$ cat config.mk
export PLATFORM = sky130hd
export DESIGN_NAME = store_buffer_flat
export DESIGN_NICKNAME = d
export VERILOG_FILES = /design/src/rtl/store_buffer_if.sv /design/src/rtl/store_buffer.sv /design/src/flat_wrapper.sv
export SDC_FILE = /design/constraint.sdc
export NUM_CORES = 1
export LEC_CHECK = 0
export ABC_CLOCK_PERIOD_IN_PS = 4600
export CAP_MARGIN = 5
export CORE_MARGIN = 8
export CORE_UTILIZATION = 40
export DETAILED_ROUTE_END_ITERATION = 12
export HOLD_SLACK_MARGIN = 0.15
export SYNTH_ARGS = -nofsm -noshare
export SYNTH_HDL_FRONTEND = slang
export SYNTH_SLANG_ARGS = --single-unit
$ cat constraint.sdc
create_clock -name clk -period 4.6 [get_ports clk]
set_clock_uncertainty 0.15 [all_clocks]
set_input_delay 0.92 -clock clk [delete_from_list [all_inputs] [get_ports clk]]
set_output_delay 0.92 -clock clk [all_outputs]
set_load 0.005 [all_outputs]
$ cat src/rtl/store_buffer_if.sv
// store_buffer_if: CPU-side and memory-side signals of the store buffer.
//   addr/rd/wr/wdata  MEM-stage request (held stable by the CPU while stall=1)
//   rdata/stall/idle  load data, pipeline hold, quiescent indication
//   mem_*             single-outstanding handshaked data-memory port
// Modports: slave = store buffer view, master = CPU + memory environment view.
interface store_buffer_if #(
   parameter int AW = 7,
   parameter int DW = 32
);
   logic [AW-1:0] addr;
   logic          rd;
   logic          wr;
   logic [DW-1:0] wdata;
   logic [DW-1:0] rdata;
   logic          stall;
   logic          idle;
   logic          mem_req;
   logic          mem_we;
   logic [AW-1:0] mem_addr;
   logic [DW-1:0] mem_wdata;
   logic          mem_ack;
   logic [DW-1:0] mem_rdata;

   modport slave (
      input  addr, rd, wr, wdata, mem_ack, mem_rdata,
      output rdata, stall, idle, mem_req, mem_we, mem_addr, mem_wdata
   );

   modport master (
      output addr, rd, wr, wdata, mem_ack, mem_rdata,
      input  rdata, stall, idle, mem_req, mem_we, mem_addr, mem_wdata
   );
endinterface

$ cat src/rtl/store_buffer.sv
// store_buffer: posts MEM-stage stores into a circular FIFO and drains them
// to a slow handshaked memory in the background. Loads hit in the FIFO
// (youngest match) or stall while a memory read is performed.
// Ports:
//   clk, rst_n  clock, asynchronous active-low reset
//   bus         store_buffer_if.slave (CPU request side + memory side)
// Parameters: DEPTH (power of two, 2..16), AW word address width, DW data width.
// Optional: define STORE_BUF_COALESCE_EN to let a store overwrite a matching
// buffered entry in place (except the head while it is being drained).
module store_buffer #(
   parameter int DEPTH = 4,
   parameter int AW    = 7,
   parameter int DW    = 32
) (
   input logic           clk,
   input logic           rst_n,
   store_buffer_if.slave bus
);
   localparam int PW = $clog2(DEPTH);
   localparam int CW = $clog2(DEPTH + 1);

   typedef enum logic [1:0] {IDLE, WR, RD, RDONE} state_t;

   state_t        state;
   logic [AW-1:0] e_addr [DEPTH];
   logic [DW-1:0] e_data [DEPTH];
   logic [PW-1:0] head, tail;
   logic [CW-1:0] count;
   logic [DW-1:0] rd_cap;

   logic          hit, co_hit, full, load, coal, enq, pop, miss;
   logic [DW-1:0] hit_data, head_data;
   logic [PW-1:0] co_idx;

   // Walk oldest to youngest so the last match seen is the youngest.
   always_comb begin
      hit      = 1'b0;
      hit_data = '0;
      co_hit   = 1'b0;
      co_idx   = '0;
      for (int k = 0; k < DEPTH; k++) begin
         if (CW'(k) < count && e_addr[head + PW'(k)] == bus.addr) begin
            hit      = 1'b1;
            hit_data = e_data[head + PW'(k)];
`ifdef STORE_BUF_COALESCE_EN
            // the head is frozen while its write is on the memory bus
            if (!(k == 0 && state == WR)) begin
               co_hit = 1'b1;
               co_idx = head + PW'(k);
            end
`endif
         end
      end
   end

   assign full = (count == CW'(DEPTH));
   assign load = bus.rd && !bus.wr;
   assign coal = bus.wr && co_hit;
   assign enq  = bus.wr && !co_hit && !full;
   assign pop  = (state == WR) && bus.mem_ack;
   assign miss = load && !hit && (state != RDONE);

   assign bus.stall = (bus.wr && !co_hit && full) || miss;
   assign bus.rdata = (load && hit)      ? hit_data :
                      (state == RDONE)   ? rd_cap   : '0;
   assign bus.idle  = (count == '0) && (state == IDLE);

   // A coalesce into the head on the same edge the drain launches must be
   // carried into the transaction, otherwise the new data would be popped unseen.
   assign head_data = (coal && co_idx == head) ? bus.wdata : e_data[head];

   // Entry storage needs no reset: validity comes from head/count.
   always_ff @(posedge clk) begin
      if (enq) begin
         e_addr[tail] <= bus.addr;
         e_data[tail] <= bus.wdata;
      end
      if (coal) e_data[co_idx] <= bus.wdata;
   end

   always_ff @(posedge clk or negedge rst_n) begin
      if (!rst_n) begin
         head  <= '0;
         tail  <= '0;
         count <= '0;
      end else begin
         if (enq) tail <= tail + PW'(1);
         if (pop) head <= head + PW'(1);
         case ({enq, pop})
            2'b10:   count <= count + CW'(1);
            2'b01:   count <= count - CW'(1);
            default: count <= count;
         endcase
      end
   end

   // Memory-side FSM; every exit from WR/RD passes through a cycle with
   // mem_req low, so back-to-back transactions are always separated.
   always_ff @(posedge clk or negedge rst_n) begin
      if (!rst_n) begin
         state         <= IDLE;
         bus.mem_req   <= 1'b0;
         bus.mem_we    <= 1'b0;
         bus.mem_addr  <= '0;
         bus.mem_wdata <= '0;
         rd_cap        <= '0;
      end else begin
         case (state)
            IDLE: begin
               // load misses go first; a miss address has no buffered store
               if (miss) begin
                  state        <= RD;
                  bus.mem_req  <= 1'b1;
                  bus.mem_we   <= 1'b0;
                  bus.mem_addr <= bus.addr;
               end else if (count != '0) begin
                  state         <= WR;
                  bus.mem_req   <= 1'b1;
                  bus.mem_we    <= 1'b1;
                  bus.mem_addr  <= e_addr[head];
                  bus.mem_wdata <= head_data;
               end
            end
            WR: begin
               if (bus.mem_ack) begin
                  state       <= IDLE;
                  bus.mem_req <= 1'b0;
               end
            end
            RD: begin
               if (bus.mem_ack) begin
                  state       <= RDONE;
                  bus.mem_req <= 1'b0;
                  rd_cap      <= bus.mem_rdata;
               end
            end
            RDONE:   state <= IDLE;
            default: state <= IDLE;
         endcase
      end
   end
endmodule

$ cat src/flat_wrapper.sv
// flat-port wrapper written by rule: the top's interface ports become plain ports
module store_buffer_flat 
#(
   parameter int DEPTH = 4,
   parameter int AW    = 7,
   parameter int DW    = 32
)
  (clk, rst_n, bus_addr, bus_rd, bus_wr, bus_wdata, bus_mem_ack, bus_mem_rdata, bus_rdata, bus_stall, bus_idle, bus_mem_req, bus_mem_we, bus_mem_addr, bus_mem_wdata);
  store_buffer_if #(.AW(AW), .DW(DW)) bus_i ();
  input logic clk;
  input logic rst_n;
  input wire logic [$bits(bus_i.addr)-1:0] bus_addr;
  input wire logic [$bits(bus_i.rd)-1:0] bus_rd;
  input wire logic [$bits(bus_i.wr)-1:0] bus_wr;
  input wire logic [$bits(bus_i.wdata)-1:0] bus_wdata;
  input wire logic [$bits(bus_i.mem_ack)-1:0] bus_mem_ack;
  input wire logic [$bits(bus_i.mem_rdata)-1:0] bus_mem_rdata;
  output wire logic [$bits(bus_i.rdata)-1:0] bus_rdata;
  output wire logic [$bits(bus_i.stall)-1:0] bus_stall;
  output wire logic [$bits(bus_i.idle)-1:0] bus_idle;
  output wire logic [$bits(bus_i.mem_req)-1:0] bus_mem_req;
  output wire logic [$bits(bus_i.mem_we)-1:0] bus_mem_we;
  output wire logic [$bits(bus_i.mem_addr)-1:0] bus_mem_addr;
  output wire logic [$bits(bus_i.mem_wdata)-1:0] bus_mem_wdata;
  assign bus_i.addr = bus_addr;
  assign bus_i.rd = bus_rd;
  assign bus_i.wr = bus_wr;
  assign bus_i.wdata = bus_wdata;
  assign bus_i.mem_ack = bus_mem_ack;
  assign bus_i.mem_rdata = bus_mem_rdata;
  assign bus_rdata = bus_i.rdata;
  assign bus_stall = bus_i.stall;
  assign bus_idle = bus_i.idle;
  assign bus_mem_req = bus_i.mem_req;
  assign bus_mem_we = bus_i.mem_we;
  assign bus_mem_addr = bus_i.mem_addr;
  assign bus_mem_wdata = bus_i.mem_wdata;
  store_buffer #(.DEPTH(DEPTH), .AW(AW), .DW(DW)) u_core (.clk(clk), .rst_n(rst_n), .bus(bus_i));
endmodule
==> impl_metrics.json <==
{
  "multiInputGateArea_sq_um": 7390,
  "final_util_pct": 55.1,
  "rr_worst_depth": 13,
  "grt_overflow": 0,
  "hold_viol": 0,
  "hpwl_um": 28900,
  "row_count": 68,
  "synth-async-reset-ratio_pct": 34.5,
  "fin_ws_ns": -0.223,
  "grt_max_degree": 121,
  "ys_seq_area_share_pct": 48.6,
  "placed_cell_area_sq_um": 16800,
  "synth_edf_count": 156,
  "violations": "setup timing",
  "maxSlewHeadroom_pct": 28.9,
  "fin_crit_ns": 4.82,
  "die_area_sq_um": 40900,
  "drc": 0,
  "crit_type": "reg -> out",
  "yosys_register_bits": 238,
  "initial_core_util_pct": 40.3,
  "num_vias": 11500,
  "max_freq_mhz": 207,
  "status": "complete, but fails checks",
  "synth_top_cell_area_share_pct": 33.8,
  "ys_warn_count": 0,
  "rsz0062_at_grt": "true",
  "finalNetCount": 1635,
  "wire_per_inst_um": 22.0,
  "cts_root_buffer": "clkbuf_16",
  "clockBufferDepth": 3,
  "ys_types": 63,
  "core_area_sq_um": 34400,
  "worstPathRequired_ns": 3.53,
  "fp.dieW_um": 202,
  "syn-cell-area_sq_um": 13900,
  "cap_violations": 0,
  "drt_iter0_markers": 845,
  "finalInstanceArea_sq_um": 18900,
  "grt_pass1_vias": 11700,
  "p_leak_nw": 7.66,
  "syn-num-nets": 1391,
  "cts_tree": "done",
  "avgSynthCellArea_sq_um": 10.6,
  "post_route_cells_drive_above_1_share_pct": 26.8,
  "totalWireLength_um": 44500,
  "die_y_um": 202,
  "seqCellArea_sq_um": 6740,
  "fillCellCount": 2999,
  "cp_data_arrival_time_ns": 3.75,
  "htreeDepth": 1,
  "worstSkewPairLatency_ns": 0.54,
  "cts.clk_slew.worst_paths_ns": 0.06,
  "cts_num_sinks": 238,
  "ir_drop_mv": 0.473,
  "finalSetupViolations": 30,
  "endpoint_kind": "output port",
  "postCtsHoldBufs": 0,
  "yosys-top-cells-area": "edfxtp_1 34%, dfrtp_1 15%, mux2i_1 9.3%, mux2_2 5.5%, nand2_1 5.3%",
  "io_pins": 151,
  "start_kind": "flop",
  "viasPerCell": 5.67,
  "area_growth_pct": 36.5,
  "yosys.area.top_type": "edfxtp_1",
  "tightest_slew_ns": 1.06,
  "portBuffers": 150,
  "path_max_fanout": 7,
  "dr.pass1.iters": 5,
  "maxSlewViolCount": 0,
  "globalplace.congestion": 0.860,
  "cts_buffers": 28,
  "grt_pass1_wl_um": 67800,
  "ant_nets": 0,
  "grtUsageTotal_pct": 20.6,
  "antenna_found_initial": 1,
  "period_share_pct": 105,
  "syn_inst": 1303,
  "ys.flop_type": "edfxtp_1",
  "cellPowerDensity_nw_per_um2": 620,
  "hold_path.class": "in -> async"
}
==> per-layer routing <==
layer	vias to the layer above	share of wire [%]	global-route usage, %
met5	-	0	0
met4	0	2.6	5.75
met3	73	5.6	3.28
met2	398	48	35.0
met1	5643	43	26.9
li1	5369	-	-
==> area by class of cell <==
cell class                 count  share of cell area [%]
clock inverter                11                   0.562
timing repair buffer         325                    17.3
inverter                      14                   0.278
antenna                        1                  0.0132
tap                          455                    3.01
clock buffer                  41                    4.18
sequential                   238                    35.6
multi-input combinational    940                    39.0
==> stage by stage <==
| step | std cells | power (mW) | setup WS [ns] | hold slack, ns | TNS [ns] |
|---|---|---|---|---|---|
| after detailed placement | 1927 | 8.91 | -0.810 | 0.320 | -18.83 |
| after CTS | 1995 | 11.4 | -0.449 | 0.257 | -9.02 |
| after global placement | 1927 | 8.80 | -0.776 | 0.312 | -17.76 |
| after global routing | 2024 | 12.4 | -0.333 | 0.287 | -8.46 |
| after floorplan | 1303 | 6.69 | 0.538 | 0.321 | 0 |
| final | 2025 | 11.7 | -0.223 | 0.246 | -4.34 |
==> report_power, final <==
| group | total [mW] | leakage, nW | internal [mW] | switching [mW] |
|---|---|---|---|---|
| Clock | 2.17 | 0.432 | 1.30 | 0.877 |
| Combinational | 6.14 | 4.80 | 2.79 | 3.36 |
| Sequential | 3.42 | 2.42 | 2.98 | 0.439 |
| Total | 11.7 | 7.66 | 7.06 | 4.67 |
==> path summary, 6_finish.rpt <==
path	start	endpoint	slack [ns]
worst max-delay path	u_core.head[1]$_DFFE_PN0P_	bus_rdata[7]	-0.22
worst min-delay path	rst_n	u_core.bus.mem_wdata[27]$_DFFE_PN0P_	0.25
worst max register to register	u_core.head[1]$_DFFE_PN0P_	u_core.bus.mem_wdata[4]$_DFFE_PN0P_	1.13
worst min register to register	u_core.bus.mem_wdata[22]$_DFFE_PN0P_	u_core.bus.mem_wdata[22]$_DFFE_PN0P_	0.32
max in group asynchronous	rst_n	u_core.rd_cap[13]$_DFFE_PN0P_	3.07
min in group clk	u_core.bus.mem_wdata[22]$_DFFE_PN0P_	u_core.bus.mem_wdata[22]$_DFFE_PN0P_	0.32
==> worst max-delay path, stage by stage (launching register included) <==
cell and delay [ns]:
dfrtp_4 0.57, buf_8 0.18, buf_4 0.15, mux2i_4 0.19, xnor2_2 0.16, buf_4 0.16, nor4_4 0.29, mux2i_2 0.13
buf_4 0.18, nor2_4 0.12, o31ai_4 0.09, and2_4 0.20, buf_12 0.14, buf_16 0.15, a211o_1 0.36, clkbuf_2 0.14
==> synthesized netlist by cell type (all sizes together), types with 3 or more instances <==
master and n:
mux2 68, o221ai 35, o211ai 13, xnor2 35, dfrtp 82, or2 10, buf 49, nor2b 5
nor3 9, nand2 196, xor2 4, o21ai 68, nand2b 3, a21oi 36, nor4 35, a211oi 4
mux2i 130, nand3 15, a2111oi 30, nor2 93, a211o 50, a22oi 21, edfxtp 156, and2 11
ha 12, clkbuf 62, inv 14, o31ai 4, a21o 31
==> repair_timing <==
action / 4_1_cts / 5_1_grt
setup endpoints to repair: 33 / 32
gates resized for setup: 137 / 118
gates cloned: 0 / 3
pin swaps: 22 / 52
hold endpoints to repair: 0 / 0
buffers inserted: 16 / 34
==> state kept, by name (all words and copies together), names as in the netlist <==
register              cells
u_core.e_data           128
u_core.bus.mem_addr       7
u_core.count              3
u_core.bus.mem_req        1
u_core.state              2
u_core.e_addr            28
u_core.tail               2
u_core.rd_cap            32
u_core.bus.mem_wdata     32
u_core.head               2
u_core.bus.mem_we         1
==> logic make-up after synthesis <==
kind of cell             after synthesis  share of synthesized area, %
buffers and inverters                125                          3.96
adder cells (fa/ha/maj)               12                          1.08
AND/OR/NAND/NOR                      381                          12.2
flip-flops                           238                          48.6
XOR/XNOR                              39                          2.52
multiplexers                         199                          15.1
AO/OA/AOI/OAI                        309                          16.6
==> cell usage in the layout, fill, tap and decap left out, types with 19 or more instances in the layout <==
master / Yosys / final
clkbuf_2: 1 / 19
clkdlybuf4s50_1: 0 / 112
o221ai_1: 35 / 25
nor2_1: 91 / 90
mux2_2: 68 / 68
mux2i_1: 129 / 117
clkbuf_16: 0 / 32
nand2_1: 196 / 195
dfrtp_1: 82 / 80
edfxtp_1: 156 / 156
nor4_1: 32 / 29
a22oi_1: 21 / 19
buf_12: 0 / 37
a211o_1: 50 / 50
a21oi_1: 36 / 32
xnor2_1: 34 / 30
a2111oi_4: 0 / 27
o21ai_0: 66 / 66
buf_4: 2 / 114
a21o_1: 31 / 31
(Power assumes the default switching activity.)
